==> src/rtl/normalise_sum.sv <==
// Two-stage normaliser: turns the adder's unnormalised significand/exponent into a packed
// IEEE-754 single (round-to-nearest-even, denormals, infinity), carrying CORDIC sidebands along.
module normalise_sum #(
    parameter logic [1:0] mode_circular   = 2'b01,
    parameter logic [1:0] mode_linear     = 2'b00,
    parameter logic [1:0] mode_hyperbolic = 2'b11,
    parameter logic [1:0] no_idle         = 2'b00,
    parameter logic [1:0] allign_idle     = 2'b01,
    parameter logic [1:0] put_idle        = 2'b10
) (
    input  logic        clock,
    input  logic        reset,
    input  logic [1:0]  idle_AddState,
    input  logic [31:0] sout_AddState,
    input  logic [27:0] sum_AddState,
    input  logic [1:0]  modeout_AddState,
    input  logic        operationout_AddState,
    input  logic        NatLogFlagout_AddState,
    input  logic [7:0]  InsTag_AddState,
    output logic [1:0]  idle_NormaliseSum,
    output logic [31:0] sout_NormaliseSum,
    output logic [1:0]  modeout_NormaliseSum,
    output logic        operationout_NormaliseSum,
    output logic        NatLogFlagout_NormaliseSum,
    output logic [7:0]  InsTag_NormaliseSum
);

    function automatic logic [4:0] count_lz(input logic [26:0] v);
        logic [4:0] n;
        n = 5'd27;
        for (int i = 0; i < 27; i++) begin
            if (v[i]) n = 5'(26 - i);
        end
        return n;
    endfunction

    // Ties go to even: bit 3 is the LSB that survives.
    function automatic logic [24:0] round_rne(input logic [26:0] n);
        logic inc;
        inc = n[2] & (n[1] | n[0] | n[3]);
        return {1'b0, n[26:3]} + {24'd0, inc};
    endfunction

    function automatic logic [31:0] pack_result(input logic sign,
                                                input logic signed [9:0] e2,
                                                input logic [26:0] n);
        logic [24:0]       sig25;
        logic [23:0]       sig;
        logic signed [9:0] e_adj;
        logic signed [9:0] biased;
        sig25 = round_rne(n);
        if (sig25[24]) begin
            sig   = 24'h800000;
            e_adj = e2 + 10'sd1;
        end else begin
            sig   = sig25[23:0];
            e_adj = e2;
        end
        biased = e_adj + 10'sd127;
        if (biased >= 10'sd255)
            return {sign, 8'hFF, 23'h0};
        else if (sig[23] && (biased > 10'sd0))
            return {sign, biased[7:0], sig[22:0]};
        else
            return {sign, 8'h00, sig[22:0]};
    endfunction

    logic signed [9:0] exp_in;
    logic [26:0]       m_d;
    logic signed [9:0] e_d;
    logic [4:0]        lz_d;

    assign exp_in = {{2{sout_AddState[30]}}, sout_AddState[30:23]};

    always_comb begin
        if (sum_AddState[27]) begin
            m_d  = {sum_AddState[27:2], sum_AddState[1] | sum_AddState[0]};
            e_d  = exp_in + 10'sd1;
            lz_d = 5'd0;
        end else begin
            m_d  = sum_AddState[26:0];
            e_d  = exp_in;
            lz_d = count_lz(sum_AddState[26:0]);
        end
    end

    // ---- stage 1: pre-normalised significand, exponent, leading-zero count ----
    logic [1:0]        idle_p1;
    logic [31:0]       sout_p1;
    logic [26:0]       m_p1;
    logic signed [9:0] e_p1;
    logic [4:0]        lz_p1;
    logic              sign_p1;
    logic              zero_p1;
    logic [1:0]        mode_p1;
    logic              op_p1;
    logic              nat_p1;
    logic [7:0]        tag_p1;

    always_ff @(posedge clock or posedge reset) begin
        if (reset) begin
            idle_p1 <= put_idle;
            sout_p1 <= '0;
            m_p1    <= '0;
            e_p1    <= '0;
            lz_p1   <= '0;
            sign_p1 <= 1'b0;
            zero_p1 <= 1'b0;
            mode_p1 <= '0;
            op_p1   <= 1'b0;
            nat_p1  <= 1'b0;
            tag_p1  <= '0;
        end else begin
            idle_p1 <= idle_AddState;
            sout_p1 <= sout_AddState;
            m_p1    <= m_d;
            e_p1    <= e_d;
            lz_p1   <= lz_d;
            sign_p1 <= sout_AddState[31];
            zero_p1 <= (sum_AddState == 28'd0);
            mode_p1 <= modeout_AddState;
            op_p1   <= operationout_AddState;
            nat_p1  <= NatLogFlagout_AddState;
            tag_p1  <= InsTag_AddState;
        end
    end

    logic signed [9:0] e_lz_p1;
    logic signed [9:0] e_room_p1;
    logic signed [9:0] e2_p1;
    logic [4:0]        sh_p1;
    logic [26:0]       n_p1;
    logic [31:0]       result_p1;

    // Shift is capped so the exponent never drops below -126; the rest stays denormal.
    always_comb begin
        e_lz_p1   = e_p1 - $signed({5'd0, lz_p1});
        e_room_p1 = e_p1 + 10'sd126;
        sh_p1     = lz_p1;
        if (e_lz_p1 < -10'sd126)
            sh_p1 = (e_room_p1 < 10'sd0) ? 5'd0 : e_room_p1[4:0];
        n_p1  = m_p1 << sh_p1;
        e2_p1 = e_p1 - $signed({5'd0, sh_p1});
        if ((idle_p1 != no_idle) && (idle_p1 != allign_idle))
            result_p1 = sout_p1;
        else if (zero_p1)
            result_p1 = 32'h0;
        else
            result_p1 = pack_result(sign_p1, e2_p1, n_p1);
    end

    // ---- stage 2: rounded, packed result ----
    always_ff @(posedge clock or posedge reset) begin
        if (reset) begin
            idle_NormaliseSum          <= put_idle;
            sout_NormaliseSum          <= '0;
            modeout_NormaliseSum       <= '0;
            operationout_NormaliseSum  <= 1'b0;
            NatLogFlagout_NormaliseSum <= 1'b0;
            InsTag_NormaliseSum        <= '0;
        end else begin
            idle_NormaliseSum          <= idle_p1;
            sout_NormaliseSum          <= result_p1;
            modeout_NormaliseSum       <= mode_p1;
            operationout_NormaliseSum  <= op_p1;
            NatLogFlagout_NormaliseSum <= nat_p1;
            InsTag_NormaliseSum        <= tag_p1;
        end
    end

endmodule

==> config.mk <==
export PLATFORM = sky130hd
export DESIGN_NAME = normalise_sum
export DESIGN_NICKNAME = d
export VERILOG_FILES = /design/src/rtl/normalise_sum.sv
export SDC_FILE = /design/constraint.sdc
export NUM_CORES = 1
export LEC_CHECK = 0
export CAP_MARGIN = 20
export CORE_MARGIN = 1.5
export CORE_UTILIZATION = 56
export CTS_BUF_LIST = sky130_fd_sc_hd__clkbuf_8 sky130_fd_sc_hd__clkbuf_16
export DETAILED_ROUTE_END_ITERATION = 10
export PLACE_DENSITY = 0.86
export SYNTH_ARGS = -nofsm -noshare
export SYNTH_HDL_FRONTEND = slang
export SYNTH_SLANG_ARGS = --single-unit
==> constraint.sdc <==
create_clock -name clock -period 8.8 [get_ports clock]
set_input_delay 0.88 -clock clock [delete_from_list [all_inputs] [get_ports clock]]
set_output_delay 0.88 -clock clock [all_outputs]
set_load 0.01 [all_outputs]
# --- After elaboration in Yosys (flattened, before gate mapping) ---
# Index checks and enable logic that the tools add are counted.
totals:
  register_bits: 136
  output_inout_bits: 46
  wordCells: 80
op_classes:
  addsub: 7
  n_lt_le_gt_ge: 4
  eq_ne: 1
  shift: 1
  muxes: 42
  n_bitwise: 4
  reduce_logical: 4
op_table:
  columns: ["cell", "n"]
  rows:
  - ["2-to-1 mux 5 bit", 29]
  - ["2-to-1 mux 24 bit", 3]
  - ["2-to-1 mux 32 bit", 2]
  - ["2-to-1 mux 31 bit", 2]
  - ["2-to-1 mux 10 bit", 4]
  - ["zero test 28 bit", 1]
  - ["2-to-1 mux 27 bit", 1]
  - ["<< shifter 27 x 5 -> 27 bit", 1]
  - ["adder 24 x 1 -> 25 bit", 1]
  - ["adder 10 x 8 -> 10 bit (second input constant)", 2]
  - ["subtractor 10 x 6 -> 10 bit", 2]
  - ["adder 10 x 2 -> 10 bit (second input constant)", 1]
  - [">= comparator 10 x 9 -> 1 bit (second input constant)", 1]
  - ["greater-than comparator 10 x 1 -> 1 bit (second input constant)", 1]
  - ["less-than comparator 10 x 1 -> 1 bit (second input constant)", 1]
  - ["less-than comparator 10 x 8 -> 1 bit (second input constant)", 1]
  - ["adder 8 x 2 -> 9 bit (second input constant)", 1]
  - ["bitwise OR 1 bit", 3]
  - ["logical AND 1 bit", 2]
  - ["!= test 2 x 1 -> 1 bit (second input constant)", 1]
  - ["nonzero test 2 bit", 1]
  - ["AND 1 bit", 1]
  - ["2-to-1 mux 1 bit", 1]

# --- Depth between registers and ports, before layout ---
# Gate-level depths: netlist (run 1).
logic_depth:
  word_depth: 28
  ltp_mapped: 32

# --- Worst setup path before layout (run 1) ---
# No wires, ideal clock.
synth_path:
  path_kind: "register to register"
  from: "reg lz_p1[0]"
  to: "reg sout_NormaliseSum[11]"
  setup_time_ns: 0.122
  arrival_ns: 6.984
  required_ns: 8.678
  slack_ns: 1.694
  path_stages_with_launch: 30
  synth_period_minus_slack_ns: 7.106
  cell_sequence: "dfrtp_1 > nor2b_1 > inv_1 > fa_1 > a211o_1 > a311o_1 > xnor2_2 > a31oi_4 > a2111oi_4 > nor2_1 > buf_2 > nor3b_1 > o21ai_0 > nor2_1 > ha_1 > nand3_1 > or4_1 > buf_2 > or2_1 > clkbuf_1 > xnor2_1 > inv_1 > ha_1 > clkbuf_1 > and4_1 > or3_1 > a2111o_1 > a21oi_4 > buf_4 > o21ai_1"
synth_via:
  elab_chain_len: 16
  elab_cells_between_ends: 22
synth_lines:
  columns: ["item", "line", "source"]
  rows:
  - ["from (decl)", "92", "logic [4:0] lz_p1;"]
  - ["from (signal assigned)", "118", "lz_p1 <= lz_d;"]
  - ["subtractor 10 x 6 -> 10 bit", "137", "e_lz_p1 = e_p1 - $signed({5'd0, lz_p1});"]
  - ["less-than comparator 10 x 8 -> 1 bit", "140", "if (e_lz_p1 < -10'sd126)"]
  - ["2-to-1 mux 5 bit (*)", "140", null]
  - ["<< shifter 27 x 5 -> 27 bit", "142", "n_p1 = m_p1 << sh_p1;"]
  - ["bitwise OR 1 bit (2 in series)", "40", "inc = n[2] & (n[1] | n[0] | n[3]);"]
  - ["AND 1 bit", "40", null]
  - ["adder 24 x 1 -> 25 bit", "41", "return {1'b0, n[26:3]} + {24'd0, inc};"]
  - ["2-to-1 mux 10 bit", "52", "if (sig25[24]) begin"]
  - ["2-to-1 mux 10 bit", "146", "else if (zero_p1)"]
  - ["2-to-1 mux 10 bit", "144", "if ((idle_p1 != no_idle) && (idle_p1 != allign_idle))"]
  - ["adder 10 x 8 -> 10 bit", "59", "biased = e_adj + 10'sd127;"]
  - [">= comparator 10 x 9 -> 1 bit", "60", "if (biased >= 10'sd255)"]
  - ["2-to-1 mux 31 bit (*)", "60", null]
  - ["2-to-1 mux 32 bit (*)", "146", null]
  - ["2-to-1 mux 32 bit (*)", "144", null]
  - ["named net result_p1[11]", "133", "logic [31:0] result_p1;"]
  - ["to (signal assigned)", "163", "sout_NormaliseSum <= result_p1;"]
  - ["to (decl)", "21", "output logic [31:0] sout_NormaliseSum,"]
# Mark *: on every way through the listed nets, which the timed path passes. The rest lies on a longest branch. The select of a mux whose other input is x is not followed.

# --- Final worst setup path (run 1) ---
layout_path:
  from: "reg e_p1[4]"
  to: "reg sout_NormaliseSum[14]"
layout_via:
  elab_chain_len: 17
  elab_cells_between_ends: 25
layout_lines:
  columns: ["item", "line", "source"]
  rows:
  - ["from (decl)", "91", "logic signed [9:0] e_p1;"]
  - ["from (signal assigned)", "105", "e_p1 <= '0;"]
  - ["from (signal assigned)", "117", "e_p1 <= e_d;"]
  - ["adder 10 x 8 -> 10 bit", "138", "e_room_p1 = e_p1 + 10'sd126;"]
  - ["less-than comparator 10 x 1 -> 1 bit", "141", "sh_p1 = (e_room_p1 < 10'sd0) ? 5'd0 : e_room_p1[4:0];"]
  - ["2-to-1 mux 5 bit", "141", null]
  - ["2-to-1 mux 5 bit", "140", null]
  - ["<< shifter 27 x 5 -> 27 bit", "142", null]
  - ["bitwise OR 1 bit (2 in series)", "40", null]
  - ["AND 1 bit", "40", null]
  - ["adder 24 x 1 -> 25 bit", "41", null]
  - ["2-to-1 mux 10 bit", "52", null]
  - ["2-to-1 mux 10 bit", "146", null]
  - ["2-to-1 mux 10 bit", "144", null]
  - ["adder 10 x 8 -> 10 bit", "59", null]
  - [">= comparator 10 x 9 -> 1 bit", "60", null]
  - ["2-to-1 mux 31 bit (*)", "60", null]
  - ["2-to-1 mux 32 bit (*)", "146", null]
  - ["2-to-1 mux 32 bit (*)", "144", null]
  - ["named net result_p1[14]", "133", null]
# Marked as above.

==> impl_results.md, run 1 <==
- Net Sw Frac: 36.6%
- Die H: 130 um
- CTS Buf Count: 17
- Max clock buf depth: 2
- Routed wire length: 26900 um
- Syn Area/Cell: 9.14 um^2
- Synthesis-to-layout area growth: 21.7%
- Most used DFF post-synth: dfrtp_1
- Via/cell ratio: 6.65
- DR WL/cell: 20.4 um
- Syn Std Cell Area: 0.00904 mm^2
- Post-detail-place hpwl: 19600 um
- Flip-flop and latch count after synthesis: 134
- Post-synth EDFFs: 0
- GRT overflow: 0
- Int Power: 1.37 mW
- Layout cell share with drive strength beyond 1: 11.7%
- Ports: 122
- Insertion delay to the later sink of the worst-skew pair: 0.44 ns
- Largest net degree at the start of global routing: 81
- # clock sinks: 134
- First-pass iteration count of the detailed router: 7
- Crit path DAT: 8.78 ns
- Cells on worst reg2reg path: 24
- Critical R2R Capture: sout_NormaliseSum[14]$_DFF_PP0_
- Tcrit/Tclk final: 96.6%
- DRC: 0
- Worst hold margin: 0.347 ns
- Core Area: 0.0158 mm^2
- CP max stage delay: 0.73 ns
- Max cap viols: 0
- Worst VDD drop: 0.000148 V
- Final setup vio count: 0
- Fmax achieved: 0.118 GHz
- Final Hold Viols: 0
- Crit Path Class: reg -> reg
- Unrepaired setup endpoints after global routing: false
- CTS root buffer: clkbuf_16
- Final core occ: 69.5%
- Top-count cell post-synth: dfrtp_1
- Slowest stage cell, crit path: or4_1
- CP delay by family, top: simple AND/OR/NAND/NOR gates
- Fill cells: 1235
- Initial antenna violation count: 0
- Worst Path Required: 9.08 ns
- Diode count: 0
- Max FO, Critical Path: 18
- Port Buffers: 121
- Synth cell types: 100
- CTS tree: yes
- Post-CTS Hold Fix Bufs: 0
- DRT iter0 DRCs: 1021
- Sum Neg Setup Slack: 0 ns
- # nets final: 1179
- Clock Power Share: 32.9%
- Die X: 130 um
- CTS HTree Levels: 4
- P per Cell Area: 196 mW/mm^2
- Area post-placement: 0.0104 mm^2
- Worst Hold Launch: tag_p1[2]$_DFF_PP0_
- Synth top area share: 36.5%
- Gate Count Post-Synth: 989
- Leakage Power: 4.24 nW
- Vias in the first global route: 8062
- CP most frequent cell: ha_1
- Slew Limit Fails: 0
- Clock Skew: 0.0233 ns
- Switching power: 788 uW
- Final instance area: 0.0110 mm^2
- Clk slew on worst S/H paths: 0.06 ns
- Synth async-reset ratio: 100%
- Row count: 46
- Initial Utilization: 57.1%
- Crit-path cells: ha_1 > or3_4 > o21a_1 > a41oi_1 > nand2_1 > a2111oi_4 > nor2_1 > nor3b_1 > o21ai_0 > nor2_1 > ha_1 > nand3_1 > or4_1 > or2_1 > xnor2_1 > inv_1 > ha_1 > a21oi_1 > mux2i_1 > a311oi_1 > a311oi_1 > a2111o_1 > a21oi_4 > o31ai_1
- Die area: 0.0169 mm^2
- CP startpoint kind: flop
- Placer's final routability congestion estimate: 1.03
- Worst r2r src: e_p1[4]$_DFF_PP0_
- Post-synth top cells: 132 x dfrtp_1, 126 x nand2_1, 69 x nor2_1
- Antenna-violating nets left: 0
- Gr usage total: 31.9%
- Seq pwr share: 32.7%
- Worst hold path stage count: 0
- Top cell type by total area after synthesis: dfrtp_1
- Comb pwr share: 34.4%
- First-pass GRT wire length: 42100 um
- Worst Max-Slew Pin Slew: 1.09 ns
- Max transition margin: 27.3%
- Post-Syn Nets: 1079
- Hold EP: InsTag_NormaliseSum[2]$_DFF_PP0_
- WP buf/inv: 1
- Fin crit period: 8.50 ns
- Sequential element share of the synthesized area: 37.1%
- Worst hold path class: reg -> reg
- R2R Setup Slk: 0.30 ns
- Critical path capture point type: flop
- Yosys warning count: 0
- Outcome: completed
- Vias: 8760
- Leading post-synthesis cells by cell area: dfrtp_1 37%, nand2_1 5.2%, xnor2_1 3.2%, mux2_2 3.0%, nor2_1 2.9%
[state kept, by name (all words and copies together) (netlist names), 5 cells and up]
signal and flops:
tag_p1 8, InsTag_NormaliseSum 8, sout_p1 31, sout_NormaliseSum 32
e_p1 9, lz_p1 5, m_p1 27
[what timing repair did]
item	CTS	global route
buffers inserted	0	1
gates resized for setup	0	2
setup endpoints to repair	0	25
[cells by family (layout without fill, tap and decap cells)]
logic type / Yosys count / in the layout / share of synthesized area (%)
compound gates: 282 / 283 / 24.5
xor+xnor: 57 / 57 / 5.84
fa+ha+maj: 17 / 17 / 2.35
buf+inv: 79 / 191 / 3.68
flops: 134 / 134 / 37.1
mux: 39 / 39 / 4.93
simple gates: 381 / 381 / 21.6
[final cells by class]
class | instances | area, um^2 | share of cell area (%)
flip-flops and latches | 134 | 3360 | 30.5
clock buffers | 17 | 425 | 3.87
repair buffers | 133 | 1300 | 11.8
well taps | 216 | 270 | 2.46
multi-input cells | 777 | 5380 | 48.9
clock inverters | 15 | 165 | 1.50
inverters | 26 | 100 | 0.910
[worst max path at each step]
stage | slack (ns) | start | cells past startpoint | endpoint
2_1_floorplan | 1.69 | lz_p1[0]$_DFF_PP0_ | 29 | sout_NormaliseSum[11]$_DFF_PP0_
3_3_place_gp | 0.67 | e_p1[4]$_DFF_PP0_ | 22 | sout_NormaliseSum[10]$_DFF_PP0_
3_5_place_dp | 0.53 | e_p1[0]$_DFF_PP0_ | 25 | sout_NormaliseSum[14]$_DFF_PP0_
4_1_cts | 0.44 | e_p1[0]$_DFF_PP0_ | 26 | sout_NormaliseSum[14]$_DFF_PP0_
5_1_grt | 0.03 | lz_p1[2]$_DFF_PP0_ | 25 | sout_NormaliseSum[0]$_DFF_PP0_
6_report | 0.30 | e_p1[4]$_DFF_PP0_ | 24 | sout_NormaliseSum[14]$_DFF_PP0_
[power by group through the flow]
stage | Combinational, mW | Clock [mW] | Sequential [mW]
4_1_cts | 0.719 | 0.714 | 0.704
3_5_place_dp | 0.711 | 0 | 0.714
2_1_floorplan | 0.475 | 0 | 0.714
5_1_grt | 0.795 | 0.739 | 0.709
3_3_place_gp | 0.706 | 0 | 0.713
6_report | 0.742 | 0.709 | 0.705
[per-layer routing]
metal  routed length (um)  global-route usage [%]
met1                10900                    41.9
met2                12900                    52.9
met3                 2310                    5.41
met4                  726                    12.4
met5                    0                       0
[layout by cell type, fill, tap and decap left out, types with 7 or more instances in the layout]
cell type / instances
xnor2_1: 32
a31oi_1: 10
nor2_1: 69
a21oi_1: 28
nand3_1: 39
or2_2: 8
a32oi_1: 17
clkbuf_16: 17
inv_1: 24
o21ai_0: 37
a311oi_1: 21
nand2_1: 126
o221a_2: 8
xor2_1: 21
buf_4: 12
o21ai_1: 22
mux2_2: 24
nand2b_1: 8
o31ai_1: 12
nand4_1: 16
o22ai_1: 7
a221oi_1: 14
a22oi_1: 11
and2_1: 9
a21o_1: 10
clkdlybuf4s50_1: 121
mux2i_1: 13
dfrtp_1: 132
nor3_1: 27
ha_1: 13
or3_1: 9
nor4_1: 27
[metrics by stage]
stage	worst slack, ns	instances	power [mW]
after detailed placement	0.529	1284	1.43
after global placement	0.667	1284	1.42
after CTS	0.439	1316	2.14
after global routing	0.0260	1318	2.24
after floorplan	1.69	989	1.19
final	0.303	1318	2.16
Power figures use the tool's default switching activity.
==> inputs of run 2 (changes only) <==
- CORE_UTILIZATION: 56 -> 30
- PLACE_DENSITY: 0.86 -> 0.54
==> run 2 against run 1 <==
Compared with the run above: largest power group unchanged; worst setup slack improved by 0.28 ns; die area up 84%; sequential power is essentially flat; sequential share of layout area down 0.57 points; clock-buffer cell count increased by 1; clock power down 0.6%; first-iteration DRC count down 27%; cell count up 13%; global-route usage decreased by 13 points; sequential cell count unchanged; routed wire length rose by 9.2%; core utilization fell by 32 points.
==> impl_results.md, run 2 (same netlist as run 1, synthesis figures left out) <==
- CTS HTree Levels: 4
- Post-CTS Hold Fix Bufs: 0
- First-pass GRT wire length: 46400 um
- CTS root buffer: clkbuf_16
- Worst hold path class: reg -> reg
- Routed wire length: 29400 um
- Final total power: 2.16 mW
- Ports: 122
- Die area: 0.0312 mm^2
- Sum Neg Setup Slack: 0 ns
- Final Hold Viols: 0
- Slew Limit Fails: 0
- Cells on worst reg2reg path: 24
- CP delay by family, top: simple AND/OR/NAND/NOR gates
- Placer's final routability congestion estimate: 0.912
- Max FO, Critical Path: 25
- # nets final: 1181
- Most flop-heavy register: sout_NormaliseSum
- Insertion delay to the later sink of the worst-skew pair: 0.44 ns
- Crit path DAT: 8.51 ns
- Fin cells: 1494
- CTS tree: yes
- Via/cell ratio: 5.64
- Max reg flops: 32
- Slowest stage cell, crit path: nor2_2
- CTS Buf Count: 17
- Synthesis-to-layout area growth: 24.0%
- R2R Setup Slk: 0.59 ns
- Worst r2r src: lz_p1[0]$_DFF_PP0_
- Final setup vio count: 0
- GR peak layer: met2
- Hold EP: InsTag_NormaliseSum[5]$_DFF_PP0_
- Worst Max-Slew Pin Slew: 1.08 ns
- CP startpoint kind: flop
- Unrepaired setup endpoints after global routing: false
- Crit Path Class: reg -> reg
- Max clock buf depth: 2
- GR Layer Usage met1: 26.9%
- Antenna-violating nets left: 0
- Die X: 177 um
- Top Registers: sout_NormaliseSum (32), sout_p1 (31), m_p1 (27)
- Port Buffers: 121
- CP max stage delay: 0.73 ns
- Max transition margin: 27.8%
- WP buf/inv: 3
- Outcome: completed
- Critical R2R Capture: sout_NormaliseSum[16]$_DFF_PP0_
- Tcrit/Tclk final: 93.4%
- Worst VDD drop: 0.000130 V
- First-pass iteration count of the detailed router: 5
- GRT overflow: 0
- Largest net degree at the start of global routing: 72
- Dpl cells: 1461
- Most frequent cells in the layout: 132 x dfrtp_1, 125 x nand2_1, 121 x clkdlybuf4s50_1, 69 x nor2_1, 39 x nand3_1
- Diode count: 0
- Commonest non-fill, non-tap cell in the layout: dfrtp_1
- Worst Path Required: 9.10 ns
- Worst hold path stage count: 0
- Leakage Power: 4.23 nW
- P per Cell Area: 193 mW/mm^2
- Crit-path cells: nor2b_1 > inv_1 > fa_1 > a211o_1 > a311o_1 > xnor2_2 > nor2_2 > nor4_2 > nor2_2 > o21ai_0 > nor2_1 > ha_1 > nand3_1 > or4_1 > or2_1 > xnor2_1 > inv_1 > ha_1 > and4_1 > or3_1 > a2111o_1 > a21oi_4 > buf_4 > o31ai_1
- DRC: 0
- Clock Skew: 0.0199 ns
- Clk slew on worst S/H paths: 0.07 ns
- Initial Utilization: 30.5%
- Critical path capture point type: flop
- Core Area: 0.0296 mm^2
- Vias in the first global route: 8065
- Row count: 63
- GR met2 Demand/Resource: 29.0%
- # clock sinks: 134
- Initial antenna violation count: 1
- Post-CTS sizing: 0
- DR WL/cell: 19.7 um
- Post-detail-place hpwl: 21800 um
- Die H: 177 um
- Layout cell share with drive strength beyond 1: 11.9%
- Fmax achieved: 0.122 GHz
- GR Util met3: 3.92%
- Total setup buffers inserted after CTS: 0
- Gr usage total: 19.0%
- DRT iter0 DRCs: 748
- Worst Hold Launch: tag_p1[5]$_DFF_PP0_
- Vias: 8423
- Max cap viols: 0
- Fin crit period: 8.21 ns
## run 2: layer usage
layer	up-vias	share of wire (%)
met5	-	0.044
met4	2	2.0
met3	44	7.1
met2	327	44
met1	4095	47
li1	3955	-
## run 2: area by class of cell
type,instances,area [um^2]
clock buffers,18,439
clock inverters,14,134
flip-flops and latches,134,3360
fillers,3050,18400
repair buffers,136,1330
well taps,390,488
multi-input cells,776,5360
inverters,26,103
## run 2: worst max-delay path by stage
stage | startpoint | end | slack [ns] | cells past startpoint
floorplan | lz_p1[0]$_DFF_PP0_ | sout_NormaliseSum[11]$_DFF_PP0_ | 1.69 | 29
global placement | e_p1[4]$_DFF_PP0_ | sout_NormaliseSum[14]$_DFF_PP0_ | 0.60 | 23
detailed placement | e_p1[0]$_DFF_PP0_ | sout_NormaliseSum[9]$_DFF_PP0_ | 0.55 | 24
CTS | e_p1[0]$_DFF_PP0_ | sout_NormaliseSum[14]$_DFF_PP0_ | 0.57 | 24
global route | e_p1[0]$_DFF_PP0_ | sout_NormaliseSum[14]$_DFF_PP0_ | 0.03 | 25
finish | lz_p1[0]$_DFF_PP0_ | sout_NormaliseSum[16]$_DFF_PP0_ | 0.59 | 24
## run 2: through the flow
stage / setup slack, ns / hold WS [ns] / utilization [%] / area (um^2)
after detailed placement: 0.553 / 0.336 / 35.8 / 10600
after floorplan: 1.69 / 0.331 / - / 9040
after global routing: 0.0283 / 0.351 / 37.8 / 11200
after global placement: 0.596 / 0.332 / 35.8 / 10600
final: 0.585 / 0.344 / 37.8 / 11200
after CTS: 0.574 / 0.341 / 37.8 / 11200
## run 2: where the power goes
part | internal, mW | total, mW | switching, mW
logic | 0.300 | 0.746 | 0.446
clock network | 0.381 | 0.705 | 0.324
registers | 0.668 | 0.706 | 0.0382
total | 1.35 | 2.16 | 0.809
==> inputs of run 3 (changes only) <==
- CORE_MARGIN: 1.5 -> 2
==> run 3 against run 2 <==
Compared with the run above: sequential share of layout area about the same; sequential power about the same; die area is 1.1% higher; non-clock buffer count is 3 lower; critical endpoint is now sout_NormaliseSum[10]$_DFF_PP0_; worst setup slack lost 0.026 ns; largest power group unchanged; design area is essentially flat; power rose by 1.1%; register-to-register slack worse by 0.03 ns; core utilization about the same; first-iteration DRC count is 7.9% higher; clock skew is 0.0018 ns lower; largest cell class unchanged.
==> impl_results.md, run 3 (same netlist as run 1, synthesis figures left out) <==
- Outcome: completed
- Layout cell share with drive strength beyond 1: 11.5%
- # nets final: 1178
- Crit path depth: 25
- Max cap viols: 0
- Initial antenna violation count: 0
- Clk slew on worst S/H paths: 0.07 ns
- Final setup vio count: 0
- Sum Neg Setup Slack: 0 ns
- Slew Limit Fails: 0
- Placer's final routability congestion estimate: 0.919
- DR top layer: met4
- CTS Buf Count: 17
- CP delay by family, top: simple AND/OR/NAND/NOR gates
- CP Capture Point: sout_NormaliseSum[10]$_DFF_PP0_
- Clock Skew: 0.0181 ns
- Critical Path Start: e_p1[0]$_DFF_PP0_
- Max FO, Critical Path: 25
- CTS tree: yes
- Port Buffers: 121
- Diode count: 0
- Most frequent cells in the layout: 132 x dfrtp_1, 126 x nand2_1, 121 x clkdlybuf4s50_1, 69 x nor2_1, 39 x nand3_1
- Critical path capture point type: flop
- Worst Max-Slew Pin Slew: 1.15 ns
- Gr usage total: 18.4%
- Top Registers: sout_NormaliseSum (32), sout_p1 (31), m_p1 (27)
- Fin crit period: 8.24 ns
- Commonest non-fill, non-tap cell in the layout: dfrtp_1
- Max transition margin: 23.3%
- Via/cell ratio: 5.62
- CP max stage delay: 0.74 ns
- Net Sw Frac: 36.9%
- DRC: 0
- Multi-input gate area: 0.00536 mm^2
- Vias in the first global route: 7927
- First-pass GRT wire length: 45500 um
- Max clock buf depth: 2
- Die X: 178 um
- CP startpoint kind: flop
- Met2 WL: 12700 um
- Initial Utilization: 30.5%
- CTS HTree Levels: 4
- Synthesis-to-layout area growth: 24.0%
- Seq pwr share: 32.3%
- R2R Setup Slk: 0.56 ns
- Worst hold path class: reg -> reg
- Die area: 0.0315 mm^2
- Register Area: 0.00336 mm^2
- First-pass iteration count of the detailed router: 6
- WP buf/inv: 3
- Die H: 178 um
- Insertion delay to the later sink of the worst-skew pair: 0.44 ns
- M1 WL: 13600 um
- Largest net degree at the start of global routing: 72
- Core Area: 0.0296 mm^2
- Row count: 63
- GRT overflow: 0
- Max reg flops: 32
- WL met3: 2030 um
- Worst Path Required: 9.10 ns
- Critical R2R Capture: sout_NormaliseSum[10]$_DFF_PP0_
- CTS root buffer: clkbuf_16
- Post-detail-place hpwl: 21700 um
- Ports: 122
- DRT iter0 DRCs: 807
- Worst VDD drop: 0.000135 V
- Worst hold margin: 0.339 ns
- Slowest stage cell, crit path: or4_1
- P per Cell Area: 194 mW/mm^2
- Comb pwr share: 34.0%
- Fmax achieved: 0.121 GHz
- # clock sinks: 134
- Most flop-heavy register: sout_NormaliseSum
- Cells on worst reg2reg path: 25
- Routed wire length: 28900 um
- Unrepaired setup endpoints after global routing: false
- Int Power: 1.38 mW
- Tcrit/Tclk final: 93.6%
- Crit path DAT: 8.54 ns
- DR WL/cell: 19.4 um
- Worst r2r src: e_p1[0]$_DFF_PP0_
- Antenna-violating nets left: 0
- Vias: 8378
- Final Hold Viols: 0
- Crit Path Class: reg -> reg
- Clock Power Share: 33.6%
- Leakage Power: 4.23 nW
- Fill cells: 3001
- Switching power: 805 uW
[run 3: cell types whose count changed in the layout (fill, tap and decap cells not counted), sizes merged]
cell	change
buf	-3
bufinv	+1
inv	-1
[run 3: worst reg2reg max path, delay by kind of cell, from the launching register on]
| family | cells | cell delay [ns] |
|---|---|---|
| AO/OA/AOI/OAI | 8 | 2.74 |
| XOR/XNOR | 1 | 0.32 |
| adder cells (fa/ha/maj) | 3 | 0.92 |
| buffers and inverters | 3 | 0.47 |
| flip-flops | 1 | 0.40 |
| AND/OR/NAND/NOR | 10 | 3.26 |
[run 3: worst min-delay path by stage]
stage / start / cells past startpoint / slack (ns) / end
finish: tag_p1[2]$_DFF_PP0_ / 0 / 0.34 / InsTag_NormaliseSum[2]$_DFF_PP0_
global route: tag_p1[2]$_DFF_PP0_ / 0 / 0.36 / InsTag_NormaliseSum[2]$_DFF_PP0_
CTS: tag_p1[2]$_DFF_PP0_ / 0 / 0.34 / InsTag_NormaliseSum[2]$_DFF_PP0_
detailed placement: tag_p1[2]$_DFF_PP0_ / 0 / 0.33 / InsTag_NormaliseSum[2]$_DFF_PP0_
global placement: tag_p1[6]$_DFF_PP0_ / 0 / 0.33 / InsTag_NormaliseSum[6]$_DFF_PP0_
floorplan: tag_p1[0]$_DFF_PP0_ / 0 / 0.33 / InsTag_NormaliseSum[0]$_DFF_PP0_
[run 3: repair_timing]
action                     4_1_cts  5_1_grt
hold endpoints to repair         0        0
setup buffers                    0        1
gates resized for setup          0        0
setup endpoints to repair        0       25
hold buffers                     0        0
[run 3: layout make-up]
class	count	share of cell area (%)
Sequential cell	134	29.9
Multi-Input combinational cell	776	47.8
Tap cell	390	4.35
Clock buffer	18	3.92
Clock inverter	14	1.41
Inverter	26	0.915
Timing Repair Buffer	133	11.7
[run 3: metrics by stage]
step           utilization (%)  area (um^2)  std cells  power (mW)  setup WS, ns
2_1_floorplan                -         9040        989        1.19          1.69
3_3_place_gp              35.8        10600       1458        1.45         0.740
3_5_place_dp              35.8        10600       1458        1.45         0.640
4_1_cts                   37.8        11200       1490        2.19         0.615
5_1_grt                   37.8        11200       1491        2.29        0.0181
6_report                  37.8        11200       1491        2.18         0.559
[run 3: per-layer routing]
metal	vias up	global-route usage [%]
li1	3952	-
met1	4030	26.9
met2	365	28.1
met3	31	2.96
met4	0	5.09
met5	-	0
[run 3: power by group through the flow]
stage | clock network (mW) | registers (mW) | logic (mW)
final | 0.734 | 0.705 | 0.742
after global routing | 0.778 | 0.711 | 0.806
after CTS | 0.750 | 0.705 | 0.734
after detailed placement | 0 | 0.716 | 0.731
after global placement | 0 | 0.716 | 0.735
after floorplan | 0 | 0.714 | 0.475
